$ cat src/rtl/pc_gen_pkg.sv
// Shared types and constants for the PC generator: FSM states, pending-slot kinds, defaults.
package pc_gen_pkg;

  typedef enum logic [1:0] {BOOT, RUN, HELD} pc_state_e;

  typedef enum logic [1:0] {NONE, REDIR, TRAP} pend_kind_e;

  localparam int unsigned INSTR_BYTES      = 4;
  localparam logic [31:0] DEF_RESET_VECTOR = 32'h0000_0000;
  localparam logic [31:0] DEF_TRAP_VECTOR  = 32'h0000_0100;

endpackage

$ cat src/rtl/pc_redirect_latch.sv
// Single pending slot for redirects/traps seen while fetch is held; a trap always wins the slot.
// Captures on the edge where capture=1, visible next cycle; clear has priority over capture.
module pc_redirect_latch import pc_gen_pkg::*; #(
  parameter int XLEN = 32
) (
  input  logic            clk_i,
  input  logic            rst_ni,
  input  logic            capture,
  input  logic            clear,
  input  logic            trap_valid,
  input  logic [XLEN-1:0] trap_target,
  input  logic            redirect_valid,
  input  logic [XLEN-1:0] redirect_target,
  output pend_kind_e      kind,
  output logic [XLEN-1:0] target
);

  always_ff @(posedge clk_i or negedge rst_ni) begin
    if (!rst_ni) begin
      kind   <= NONE;
      target <= '0;
    end else if (clear) begin
      kind   <= NONE;
      target <= '0;
    end else if (capture) begin
      if (trap_valid) begin
        kind   <= TRAP;
        target <= trap_target;
      end else if (redirect_valid && (kind != TRAP)) begin
        kind   <= REDIR;
        target <= redirect_target;
      end
    end
  end

endmodule

$ cat src/rtl/pc_gen_unit.sv
// Fetch PC generator: boot delay, trap > redirect > pc+4, one-cycle redirect latency, hold with pending slot.
// PC_MISALIGN_TRAP_EN: misaligned targets go to TRAP_VECTOR with misalign_o/bad_addr_o; otherwise bits [1:0] are cleared.
module pc_gen_unit import pc_gen_pkg::*; #(
  parameter int              XLEN         = 32,
  parameter logic [XLEN-1:0] RESET_VECTOR = XLEN'(DEF_RESET_VECTOR),
  parameter int unsigned     BOOT_DELAY   = 2,
  parameter logic [XLEN-1:0] TRAP_VECTOR  = XLEN'(DEF_TRAP_VECTOR)
) (
  input  logic            clk_i,
  input  logic            rst_ni,
  input  logic            busy_i,
  input  logic            stall_i,
  input  logic            trap_valid_i,
  input  logic [XLEN-1:0] trap_target_i,
  input  logic            redirect_valid_i,
  input  logic [XLEN-1:0] redirect_target_i,
  output logic [XLEN-1:0] pc_o,
  output logic            pc_valid_o,
  output logic            redirect_pending_o,
  output logic            misalign_o,
  output logic [XLEN-1:0] bad_addr_o
);

  pc_state_e       state, state_nxt;
  logic [3:0]      boot_cnt, boot_cnt_nxt;
  logic            hold;
  logic            upd, tgt_sel, capture, clear;
  logic [XLEN-1:0] tgt, pc_seq, pc_next;
  pend_kind_e      pend_kind;
  logic [XLEN-1:0] pend_target;

  assign hold   = busy_i | stall_i;
  assign pc_seq = pc_o + XLEN'(INSTR_BYTES);

  // Requests arriving on the edge that enters HELD are captured too, so none is lost.
  pc_redirect_latch #(.XLEN(XLEN)) u_latch (
    .clk_i           (clk_i),
    .rst_ni          (rst_ni),
    .capture         (capture),
    .clear           (clear),
    .trap_valid      (trap_valid_i),
    .trap_target     (trap_target_i),
    .redirect_valid  (redirect_valid_i),
    .redirect_target (redirect_target_i),
    .kind            (pend_kind),
    .target          (pend_target)
  );

  always_comb begin
    state_nxt    = state;
    boot_cnt_nxt = boot_cnt;
    upd          = 1'b0;
    tgt_sel      = 1'b0;
    tgt          = '0;
    capture      = 1'b0;
    clear        = 1'b0;
    case (state)
      BOOT: begin
        if (({1'b0, boot_cnt} + 5'd1) >= 5'(BOOT_DELAY)) state_nxt = RUN;
        else boot_cnt_nxt = boot_cnt + 4'd1;
      end
      RUN: begin
        if (hold) begin
          state_nxt = HELD;
          capture   = 1'b1;
        end else begin
          upd = 1'b1;
          if (trap_valid_i) begin
            tgt_sel = 1'b1;
            tgt     = trap_target_i;
          end else if (redirect_valid_i) begin
            tgt_sel = 1'b1;
            tgt     = redirect_target_i;
          end
        end
      end
      HELD: begin
        if (hold) begin
          capture = 1'b1;
        end else begin
          upd       = 1'b1;
          clear     = 1'b1;
          state_nxt = RUN;
          if (trap_valid_i) begin
            tgt_sel = 1'b1;
            tgt     = trap_target_i;
          end else if (pend_kind == TRAP) begin
            tgt_sel = 1'b1;
            tgt     = pend_target;
          end else if (redirect_valid_i) begin
            tgt_sel = 1'b1;
            tgt     = redirect_target_i;
          end else if (pend_kind == REDIR) begin
            tgt_sel = 1'b1;
            tgt     = pend_target;
          end
        end
      end
      default: state_nxt = BOOT;
    endcase
  end

`ifdef PC_MISALIGN_TRAP_EN
  logic mis;
  assign mis     = tgt_sel && (tgt[1:0] != 2'b00);
  assign pc_next = mis ? TRAP_VECTOR : (tgt_sel ? tgt : pc_seq);

  always_ff @(posedge clk_i or negedge rst_ni) begin
    if (!rst_ni) begin
      misalign_o <= 1'b0;
      bad_addr_o <= '0;
    end else begin
      misalign_o <= upd & mis;
      if (upd && mis) bad_addr_o <= tgt;
    end
  end
`else
  assign pc_next    = tgt_sel ? (tgt & ~XLEN'(INSTR_BYTES - 1)) : pc_seq;
  assign misalign_o = 1'b0;
  assign bad_addr_o = '0;
`endif

  always_ff @(posedge clk_i or negedge rst_ni) begin
    if (!rst_ni) begin
      state    <= BOOT;
      boot_cnt <= '0;
      pc_o     <= RESET_VECTOR;
    end else begin
      state    <= state_nxt;
      boot_cnt <= boot_cnt_nxt;
      if (upd) pc_o <= pc_next;
    end
  end

  assign pc_valid_o         = (state != BOOT);
  assign redirect_pending_o = (pend_kind != NONE);

endmodule

$ cat config.mk
export PLATFORM = sky130hd
export DESIGN_NAME = pc_gen_unit
export DESIGN_NICKNAME = d
export VERILOG_FILES = /design/src/rtl/pc_gen_pkg.sv /design/src/rtl/pc_redirect_latch.sv /design/src/rtl/pc_gen_unit.sv
export SDC_FILE = /design/constraint.sdc
export NUM_CORES = 1
export LEC_CHECK = 0
export CORE_MARGIN = 2
export CORE_UTILIZATION = 53
export CTS_CLUSTER_SIZE = 40
export DETAILED_ROUTE_END_ITERATION = 10
export PLACE_DENSITY = 0.88
export SYNTH_ARGS = -nofsm -noshare
export SYNTH_HDL_FRONTEND = slang
export SYNTH_SLANG_ARGS = --single-unit
$ cat constraint.sdc
create_clock -name clk_i -period 6.3 [get_ports clk_i]
set_input_delay 0.945 -clock clk_i [delete_from_list [all_inputs] [get_ports clk_i]]
set_output_delay 0.945 -clock clk_i [all_outputs]
set_load 0.1 [all_outputs]
* Word-level counts from Yosys, hierarchy flattened *
Index checks and enable logic that the tools add are counted.

storage, ports and cells
  ROM bits = 0
  latch bits = 0
  word-level logic and storage cells = 65
  register bits after elaboration = 72
  bits in writable memories = 0
  input bits = 70
  memories = 0

cells by class
  equal/unequal tests = 8
  add/sub/neg operators = 3
  bitwise operators = 2
  divide/modulo/power cells = 0
  shift operators = 0
  reduce and logical (&&, ||, !) cells = 10
  magnitude comparators = 1
  multiplexer cells = 36
  multiply operators = 0

operator list
  cell                     number
  $mux W32                 13
  $pmux W32 S2             1
  $add A32 B3 Y32 const B  1
  $mux W2                  7
  $mux W1                  13
  $ne A2 B2 Y1 const B     4
  $pmux W2 S3              1
  $reduce_bool A2 Y1       3
  $add A4 B1 Y5 const B    1
  $ge A5 B2 Y1 const B     1
  $add A4 B1 Y4 const B    1
  $eq A2 B1 Y1 const B     2
  $eq A2 B2 Y1 const B     2
  $reduce_and A2 Y1        2
  $reduce_and A3 Y1        1
  $reduce_bool A3 Y1       1
  $logic_not A2 Y1         1
  $pmux W1 S2              1
  $reduce_or A2 Y1         1
  $logic_and A1 B1 Y1      1
  $not A1 Y1               1
  $or A1 B1 Y1             1

* Depth between registers and ports, before layout *
Gate-level depths: netlist (run 1).

  word-level depth = 8
  depth in mapped cells = 9

* By module *
From an unflattened synthesis (run 1), not the netlist that was laid out.

unflattened totals
  cell total of the unflattened synthesis = 605
  area, all modules = 5216.3 sq um

by module, submodules not included
  module             area an instance (sq um)  times used  cells each
  pc_gen_unit        3309.4                    1           410
  pc_redirect_latch  1906.8                    1           195

* Worst setup path after synthesis (run 1) *
OpenSTA, ideal clock, no wires.

  path kind = register -> register
  start = register pc_o[2]
  end = register pc_o[16]
  slack = 3.692 ns
  period minus slack after synthesis = 2.608 ns
  data arrival time = 2.442 ns
  cell stages (with the launch flop) = 8
  path buffers = 1
  setup time = 0.166 ns
  path through = dfrtp_1 -> ha_1 -> nand4_1 -> nor3_2 -> buf_2 -> a32oi_1 -> o21ai_0 -> o311ai_1

on the way
  cells in the longest elaborated chain, start to end = 2

ends and longest elaborated chain
  item                    RTL line            source
  from (decl)             pc_gen_unit.sv:17   output logic [XLEN-1:0] pc_o,
  from (signal assigned)  pc_gen_unit.sv:131  if (upd) pc_o <= pc_next;
  $add A32 B3 Y32         pc_gen_unit.sv:33   assign pc_seq = pc_o + XLEN'(INSTR_BYTES);
  $mux W32                pc_gen_unit.sv:118  assign pc_next = tgt_sel ? (tgt & ~XLEN'(INSTR_BYTES - 1)) : pc_seq;

Every way passes these cells.
A chain may end at the register's enable or synchronous reset.

* Worst setup path in the final report (run 1) *
  start = input stall_i
  end = register pc_o[13]

on the way
  cells in the longest elaborated chain, start to end = 4

ends and longest elaborated chain
  item                                         RTL line            source
  from (decl)                                  pc_gen_unit.sv:12   input logic stall_i,
  $or A1 B1 Y1 (*)                             pc_gen_unit.sv:32   assign hold = busy_i | stall_i;
  $mux W32 (tied with other cells)             pc_gen_unit.sv:78   if (hold) begin
  $pmux W32 S2 or $pmux W1 S2 (tied branches)  pc_gen_unit.sv:57   case (state)
  $mux W32                                     pc_gen_unit.sv:118

Every way passes the cells marked *; elsewhere a longest branch is shown, timed or not.

==> results of run 1 <==
==> where the power goes <==
group | switching, mW | leakage (nW) | internal, mW
clock | 0.187 | 0.126 | 0.286
combinational | 1.12 | 1.34 | 0.435
sequential | 0.180 | 0.822 | 0.625
total | 1.49 | 2.29 | 1.35
==> cells by family (layout without fill, tap and decap cells) <==
kind of cell               Yosys count  after routing  synth area share (%)
adders and majority gates            6              6                 1.567
xor gates and xnor gates             2              2                0.3657
and+or+nand+nor                    160            160                 17.13
DFF                                 68             68                 35.52
muxes                               29             29                 6.059
other                                1             35               0.07827
AOI/OAI and AO/OA                  196            196                 28.83
buffers and inverters               89            131                 10.45
==> layout by cell type (no fill, tap or decap), types with 4 or more instances in the layout <==
master           count
a221o_1              5
a31oi_1             10
a311oi_1             5
nand2b_1             4
o22ai_1              6
o2bb2ai_1           12
ha_1                 6
o211ai_1            13
o221a_2              4
nand4_1              9
and2_1               9
buf_4                6
a211oi_1            32
clkdlybuf4s50_1     95
dfrtp_1             68
nand2_1             24
a21oi_1             28
and3_1               6
a221oi_1             4
nor3_1               5
o22a_1               4
nor2_1              66
clkbuf_8            11
conb_1              35
mux2i_1             29
o21ai_0             38
inv_1               11
nand3_1             10
and4_1               6
==> registers in the layout, indices dropped and copies added (netlist names) <==
name / cells
state: 2
u_latch.target: 30
pc_o: 30
u_latch.kind: 2
boot_cnt: 4
==> layer usage <==
layer,wire [um],share of wire (%),global-route usage (%)
met4,339,2.4,12.54
met5,0,0,0
met2,6418,46,43.14
met3,1349,9.7,4.823
met1,5804,42,39.55
==> critical path, delay by kind of cell <==
| kind | cells | cell delay, ns |
|---|---|---|
| simple gates | 3 | 1.63 |
| buf+inv | 1 | 0.52 |
| compound gates | 2 | 0.57 |
==> cells in the mapped netlist (all sizes together), types with 3 or more instances <==
cell and instances:
and4 6, and2 9, o2bb2ai 12, o2111ai 3, o22ai 6, o221a 4
and3 6, a221o 5, dfrtp 68, a211oi 32, nand2b 4, nor3b 3
a21oi 28, clkbuf 18, a31oi 10, nor3 7, nand4 9, buf 59
nand3 10, or2 5, a41oi 3, o311ai 6, a221oi 4, o221ai 3
nor2 69, mux2i 29, o21ai 41, o22a 4, o211ai 13, nand2 24
ha 6, inv 11, a311oi 5
==> path summary, 6_finish.rpt <==
path | startpoint | to | slack [ns] | cells after the start
setup reg to reg | state[0] | pc_o[13] | 3.26 | 6
hold / removal | boot_cnt[3] | boot_cnt[3] | 0.39 | 0
setup / recovery | stall_i | pc_o[13] | 2.87 | 6
min in group asynchronous | rst_ni | u_latch.target[18] | 0.80 | 2
hold reg to reg | boot_cnt[3] | boot_cnt[3] | 0.39 | 0
max in group asynchronous | rst_ni | pc_o[13] | 4.93 | 2
==> through the flow <==
| stage | instance area (um2) | hold slack [ns] | instances | util [%] |
|---|---|---|---|---|
| 6_report | 5873 | 0.3943 | 735 | 67.02 |
| 3_5_place_dp | 5615 | 0.3693 | 719 | 64.08 |
| 2_1_floorplan | 4918 | 0.4302 | 585 | - |
| 4_1_cts | 5873 | 0.3892 | 735 | 67.02 |
| 3_3_place_gp | 5615 | 0.3679 | 719 | 64.08 |
| 5_1_grt | 5873 | 0.4130 | 735 | 67.02 |
==> area by class of cell <==
class                      count  area share [%]
timing repair buffer         103           17.13
multi-input combinational    428           46.44
sequential                    68           28.97
inverter                      12          0.7669
tap                          108           2.301
clock buffer                  11           2.578
clock inverter                 5           1.811
==> reports/results.ini, run 1 <==
[status]
status = complete, no violations

[synthesis]
yosys_register_bits = 68
yosysTopAreaCell = dfrtp_1
yosysSeqAreaShare_pct = 35.52
ys.flop_type = dfrtp_1
synth_top_area_share_pct = 35.52
yosys_warnings = 0
synthArstFlopShare_pct = 100.0
synth_edf_count = 0
syn-mean-instance-area_um2 = 8.695
synth_cell_types = 68
synth_area_leaders = dfrtp_1, mux2i_1, buf_4
netlist_area_um2 = 4791
syn_inst = 551

[clock_network]
cts_sinks = 68
cts.path.max_buffers = 2
ctsRootBufferMaster = clkbuf_8
htreeDepth = 3
clock_latency_ns = 0.35
clk_pin_slew_ns = 0.08
ctsResizeCount = 0
cts_buffers = 9
hold_buffers = 0
cts_tree = done
postCtsSetupBuffers = 0

[setup_path]
crit_chain = clkdlybuf4s50_1, nor2_2, nand2_1, nor2_4, o211ai_1, a31oi_1
slowest_stage = nor2_4
critPathLaunchType = primary input
worst_ep_arrival_time_ns = 3.69
cp.required_ns = 6.56
cpPeakStageDelay_ns = 0.71
crit_type = primary input to register
worstPathMaxFanout = 25
worst_setup_path_end_kind = register

[power]
powerDensity_nw_per_um2 = 483.0
p_total_mw = 2.837
power_leakage_nw = 2.292
peakVddDrop_uv = 230.9

[final_layout]
final_nets = 698
num-fill-cells = 712
antenna_cells = 0
drive_above_1_share_pct = 7.018
area_growth_pct = 22.59
regArea_um2 = 1702
multi_input_area_um2 = 2728

[job]
max_cap_viol_count = 0

[sta]
setup_viol = 0
max_clock_freq_mhz = 291.9
relSlewSlack_pct = 32.33
setup_slack_ns = 2.874
final.min_clock_period_ns = 3.426
post-route-period-util_pct = 54.38
setup_tns_ns = 0
rsz0062_at_grt = false
tightest_slew_ns = 1.007
final_hold_viol_count = 0
fin_skew_ns = 0.01256
slew_viol_final = 0

[global_route]
grt.overflow.total = 0
grt_pass1_vias = 4365
antenna_found_initial = 0
grt_pass1_wl_um = 22220
groute.usage.overall_pct = 28.26
grt_max_degree = 69

[route]
drc = 0
wirelength_um = 13910
vias = 4774
wl_per_cell_um = 18.93
drt_pass1_iterations = 6
drt_iter0_drc = 534
via_per_inst = 6.495
final_antenna_net_count = 0

[floorplanning]
start_util_pct = 54.67
die_y_um = 99.08
fp.coreArea_um2 = 8763
rows = 34
fp.dieW_um = 99.08
pin_count = 137
dieArea_um2 = 9816

[place]
dpl_worst_slack_ns = 2.610
io_buffers = 97
hpwl_um = 9788
gp_congestion = 0.9444

[worst_hold_path]
hp-class = register to register

(Power assumes the default switching activity.)
==> run 2, diff against run 1 <==
CORE_UTILIZATION = 44   (was 53)
PLACE_DENSITY = 0.78   (was 0.88)
clock period = 2.79 ns   (was 6.3 ns; I/O delays follow)
==> reports/results.ini, run 2 (same netlist as run 1, synthesis figures left out) <==
[status]
status = complete, no violations  ; unchanged

[global_route]
grt_pass1_wl_um = 22630  ; was 22220 um
groute.usage.overall_pct = 24.79  ; was 28.26%
grt_pass1_vias = 4363  ; was 4365
grt.overflow.total = 0  ; unchanged
antenna_found_initial = 0  ; unchanged
grt_max_degree = 69  ; unchanged

[final_layout]
largest_registers = pc_o: 30 flops, u_latch.target: 30 flops, boot_cnt: 4 flops  ; unchanged
finalCoreUtilization_pct = 55.18  ; was 67.02%
fin_cells = 783  ; was 735
final_nets = 714  ; was 698
final_cell_mix = dfrtp_1, nor2_1, clkdlybuf4s50_1  ; was clkdlybuf4s50_1, dfrtp_1, nor2_1
final_common_cell = dfrtp_1  ; was clkdlybuf4s50_1
drive_above_1_share_pct = 14.00  ; was 7.018%
antenna_cells = 0  ; unchanged
fin_area_um2 = 5929  ; was 5873 um2
area_growth_pct = 23.77  ; was 22.59%

[floorplanning]
fp.dieW_um = 108.3  ; was 99.08 um
start_util_pct = 44.59  ; was 54.67%
pin_count = 137  ; unchanged
rows = 38  ; was 34
dieArea_um2 = 11740  ; was 9816 um2
die_y_um = 108.3  ; was 99.08 um
fp.coreArea_um2 = 10750  ; was 8763 um2

[clock_network]
cts.path.max_buffers = 2  ; unchanged
postCtsSetupBuffers = 0  ; unchanged
clock_latency_ns = 0.35  ; about the same
htreeDepth = 3  ; unchanged
ctsRootBufferMaster = clkbuf_8  ; unchanged
cts_tree = done  ; unchanged
cts_buffers = 9  ; unchanged
cts_sinks = 68  ; unchanged
ctsResizeCount = 0  ; unchanged
hold_buffers = 0  ; unchanged
clk_pin_slew_ns = 0.08  ; about the same

[route]
vias = 4782  ; was 4774
drt_pass1_iterations = 5  ; was 6
drc = 0  ; unchanged
wirelength_um = 14520  ; was 13910 um
wl_per_cell_um = 18.54  ; was 18.93 um
final_antenna_net_count = 0  ; unchanged
drt_iter0_drc = 372  ; was 534
via_per_inst = 6.107  ; was 6.495

[setup_path]
crit_family = simple AND/OR/NAND/NOR gates  ; unchanged
critPathLaunchType = register  ; was primary input
cp_num_buf_inv = 2  ; was 1
slowest_stage = nor2_4  ; unchanged
cpPeakStageDelay_ns = 0.44  ; was 0.71 ns
worstPathMaxFanout = 16  ; was 25
crit_chain = inv_1, ha_1, o21a_1, o221ai_2, nor2_4, buf_12, nor3_1, nor4_1  ; was clkdlybuf4s50_1, nor2_2, nand2_1, nor2_4, o211ai_1, a31oi_1
worst_setup_path_end_kind = register  ; unchanged
crit_type = register to register  ; was primary input to register
worst_ep_arrival_time_ns = 2.58  ; was 3.69 ns
cp.required_ns = 3.03  ; was 6.56 ns

[place]
gp_congestion = 0.9437  ; was 0.9444
dpl.cell_count = 767  ; was 719
dpl_worst_slack_ns = 0.2353  ; was 2.610 ns
hpwl_um = 10400  ; was 9788 um
io_buffers = 97  ; unchanged
dpl_cell_area_um2 = 5746  ; was 5615 um2

[sta]
fin_skew_ns = 0.008594  ; was 0.01256 ns
slew_viol_final = 0  ; unchanged
rsz0062_at_grt = false  ; unchanged
final.min_clock_period_ns = 2.343
setup_tns_ns = 0  ; unchanged
tightest_slew_ns = 0.5143  ; was 1.007 ns
setup_slack_ns = 0.4467  ; was 2.874 ns
relSlewSlack_pct = 65.71  ; was 32.33%
hold_ws_ns = 0.05694  ; was 0.3943 ns
max_clock_freq_mhz = 426.7
final_hold_viol_count = 0  ; unchanged
setup_viol = 0  ; unchanged
post-route-period-util_pct = 83.99

[power]
p_int_mw = 2.804  ; was 1.347 mW
power_frac_seq_pct = 29.5  ; was 28.4%
peakVddDrop_uv = 565.6  ; was 230.9 uV
power_leakage_nw = 2.398  ; was 2.292 nW
combPwrFrac_pct = 57.4  ; was 54.9%
switching_power_mw = 3.351  ; was 1.490 mW
powerDensity_nw_per_um2 = 1038  ; was 483.0 nW/um2
sw_frac_of_total_pct = 54.44  ; was 52.52%
clockPowerShare_pct = 13.0  ; was 16.7%
p_total_mw = 6.155  ; was 2.837 mW

[worst_hold_path]
hp-class = primary input to asynchronous set/reset pin  ; was register to register

[job]
max_cap_viol_count = 0  ; unchanged

-- run 2: final timing paths --
check	startpoint	end	slack (ns)	cells past startpoint
worst min register to register	boot_cnt[3]	boot_cnt[3]	0.39	0
worst max-delay path	state[1]	pc_o[11]	0.45	8
min in group clk_i	boot_cnt[3]	boot_cnt[3]	0.39	0
worst min-delay path	rst_ni	pc_o[6]	0.06	2
max in group asynchronous	rst_ni	u_latch.target[24]	2.40	2
worst max register to register	state[1]	pc_o[11]	0.45	8
-- run 2: per-layer routing --
metal | up-vias | wire [um] | share of wire [%] | track usage [%]
met2 | 267 | 6719 | 46 | 37.60
met4 | 0 | 392 | 2.7 | 9.066
li1 | 2189 | - | - | -
met1 | 2286 | 6060 | 42 | 34.94
met3 | 40 | 1347 | 9.3 | 5.244
met5 | - | 0 | 0 | 0
-- run 2: worst register-to-register path: stages, from the launching register on --
cell      delay [ns]
dfrtp_1         0.41
inv_1           0.11
ha_1            0.31
o21a_1          0.22
o221ai_2        0.17
nor2_4          0.44
buf_12          0.18
nor3_1          0.05
nor4_1          0.33
-- run 2: layout make-up --
class | instances | area [um2]
multi-input cells | 428 | 2728
clock buffers | 11 | 131.4
flip-flops and latches | 68 | 1702
inverters | 12 | 45.04
repair buffers | 119 | 1096
fillers | 978 | 4816
clock inverters | 5 | 52.55
well taps | 140 | 175.2
-- run 2: power groups by stage --
stage / combinational [mW] / clock [mW] / sequential, mW
final: 3.53 / 0.803 / 1.82
after global routing: 3.73 / 0.848 / 1.87
after CTS: 3.52 / 0.807 / 1.80
after detailed placement: 3.51 / 0 / 1.83
after global placement: 3.44 / 0 / 1.79
after floorplan: 1.65 / 0 / 2.84
==> run 3, diff against run 2 <==
clock period = 2 ns   (was 2.79 ns; I/O delays follow)
==> reports/results.ini, run 3 (same netlist as run 1, synthesis figures left out) <==
[status]
status = complete, but fails checks  ; was complete, no violations
failed_checks = negative setup slack

[setup_path]
reg2reg_from = state[0]  ; was state[1]
worst_ep_arrival_time_ns = 2.33  ; was 2.58 ns
crit_chain = ha_2, or4b_4, o2111ai_4, buf_12, o21bai_1, a21oi_1, a221o_1  ; was inv_1, ha_1, o21a_1, o221ai_2, nor2_4, buf_12, nor3_1, nor4_1
r2r_slack_ns = -0.08  ; was 0.45 ns
cp.required_ns = 2.25  ; was 3.03 ns
slowest_stage = or4b_4  ; was nor2_4
cpPeakStageDelay_ns = 0.50  ; was 0.44 ns
crit_type = register to register  ; unchanged
r2r_cells = 7  ; was 8
worst_setup_path_end_kind = register  ; unchanged
r2r-end = pc_o[31]  ; was pc_o[11]
worstPathMaxFanout = 5  ; was 16
critPathLaunchType = register  ; unchanged

[clock_network]
cts_sinks = 68  ; unchanged
htreeDepth = 3  ; unchanged
clock_latency_ns = 0.36  ; was 0.35 ns
cts_buffers = 9  ; unchanged
clk_pin_slew_ns = 0.09  ; was 0.08 ns
cts_tree = done  ; unchanged
ctsRootBufferMaster = clkbuf_8  ; unchanged
cts.path.max_buffers = 2  ; unchanged

[sta]
setup_slack_ns = -0.07673  ; was 0.4467 ns
final.min_clock_period_ns = 2.077  ; was 2.343 ns
setup_viol = 14  ; was 0
hold_ws_ns = 0.4085  ; was 0.05694 ns
fin_skew_ns = 0.01182  ; was 0.008594 ns
post-route-period-util_pct = 103.8  ; was 83.99%
final_hold_viol_count = 0  ; unchanged
rsz0062_at_grt = true  ; was false
max_clock_freq_mhz = 481.5  ; was 426.7 MHz
slew_viol_final = 0  ; unchanged

[floorplanning]
fp.coreArea_um2 = 10750  ; unchanged
pin_count = 137  ; unchanged
fp.dieW_um = 108.3  ; unchanged
die_y_um = 108.3  ; unchanged
start_util_pct = 44.59  ; unchanged
rows = 38  ; unchanged
dieArea_um2 = 11740  ; unchanged

[route]
wirelength_um = 17020  ; was 14520 um
met2WireLength_um = 7991  ; was 6719 um
vias = 5195  ; was 4782
drt_pass1_iterations = 8  ; was 5
wl_met3_um = 1779  ; was 1347 um
m1WireLength_um = 6649  ; was 6060 um
wl_per_cell_um = 20.51  ; was 18.54 um
drt_iter0_drc = 557  ; was 372
highest_layer = met4  ; unchanged
via_per_inst = 6.259  ; was 6.107
final_antenna_net_count = 0  ; unchanged
drc = 0  ; unchanged

[final_layout]
drive_above_1_share_pct = 29.86  ; was 14.00%
final_cell_mix = buf_4, nor2_1, clkdlybuf4s50_1  ; was dfrtp_1, nor2_1, clkdlybuf4s50_1
num-fill-cells = 853  ; was 978
final_common_cell = buf_4  ; was dfrtp_1
final_nets = 761  ; was 714
area_growth_pct = 43.51  ; was 23.77%
fin_area_um2 = 6875  ; was 5929 um2
fin_cells = 830  ; was 783
largest_registers = pc_o: 30 flops, u_latch.target: 30 flops, boot_cnt: 4 flops  ; unchanged
antenna_cells = 0  ; unchanged

[power]
peakVddDrop_uv = 966.4  ; was 565.6 uV
power_leakage_nw = 2.766  ; was 2.398 nW
p_total_mw = 10.10  ; was 6.155 mW
powerDensity_nw_per_um2 = 1469  ; was 1038 nW/um2

[place]
dpl_worst_slack_ns = -0.2775  ; was 0.2353 ns
gp_congestion = 0.9177  ; was 0.9437
dpl.cell_count = 796  ; was 767
hpwl_um = 11270  ; was 10400 um
dpl_cell_area_um2 = 6117  ; was 5746 um2
io_buffers = 97  ; unchanged

[worst_hold_path]
hp-class = register to register  ; was primary input to asynchronous set/reset pin
holdCritStartpoint = boot_cnt[3]
hold_path_end = boot_cnt[3]
whs_path_depth = 0

[global_route]
grt_max_degree = 69  ; unchanged
grt.overflow.total = 0  ; unchanged
groute.usage.overall_pct = 27.54  ; was 24.79%
grt_pass1_wl_um = 24900  ; was 22630 um
antenna_found_initial = 0  ; unchanged
grt_pass1_vias = 4732  ; was 4363

[job]
max_cap_viol_count = 0  ; unchanged

## run 3: how the worst max path moves through the flow
stage	start	endpoint
2_1_floorplan	pc_o[3]	pc_o[16]
3_3_place_gp	redirect_valid_i	pc_o[19]
3_5_place_dp	redirect_valid_i	pc_o[12]
4_1_cts	state[0]	pc_o[31]
5_1_grt	state[0]	pc_o[5]
6_report	state[0]	pc_o[31]
## run 3: cell type report
type | instances | area [um2] | area share (%)
clock inverters | 6 | 135.1 | 1.965
clock buffers | 10 | 137.6 | 2.002
well taps | 140 | 175.2 | 2.548
multi-input cells | 430 | 3032 | 44.09
inverters | 12 | 48.80 | 0.7097
repair buffers | 164 | 1582 | 23.00
flip-flops and latches | 68 | 1765 | 25.68
## run 3: routing by layer
layer	GRT usage, %	up-vias
met5	0	-
met4	10.81	0
met3	5.485	69
met2	42.18	360
met1	38.38	2478
li1	-	2288
## run 3: where the power goes
group	leakage [nW]	internal (mW)	switching [mW]
Combinational	1.85	1.93	3.91
Sequential	0.788	2.06	0.615
Clock	0.129	0.989	0.592
Total	2.77	4.98	5.12
## run 3: critical path, delay by kind of cell (launching register included)
kind / cells / cell delay, ns
AND/OR/NAND/NOR: 1 / 0.50
flip-flops: 1 / 0.43
adder cells (fa/ha/maj): 1 / 0.21
AO/OA/AOI/OAI: 4 / 0.67
buffers and inverters: 1 / 0.18
## run 3: through the flow
| step | TNS, ns | utilization, % |
|---|---|---|
| final | -0.3227 | 63.98 |
| after global routing | -1.166 | 63.98 |
| after CTS | -0.3363 | 61.03 |
| after detailed placement | -5.660 | 56.93 |
| after global placement | -4.809 | 56.93 |
| after floorplan | -0.0008975 | - |
## run 3: what timing repair did
item / CTS / global route
gates cloned: 2 / 3
endpoints found under the setup margin: 28 / 28
hold buffers: 1 / 0
gates resized for setup: 15 / 48
endpoints found under the hold margin: 68 / 0
pin swaps: 4 / 15
setup buffers: 9 / 3
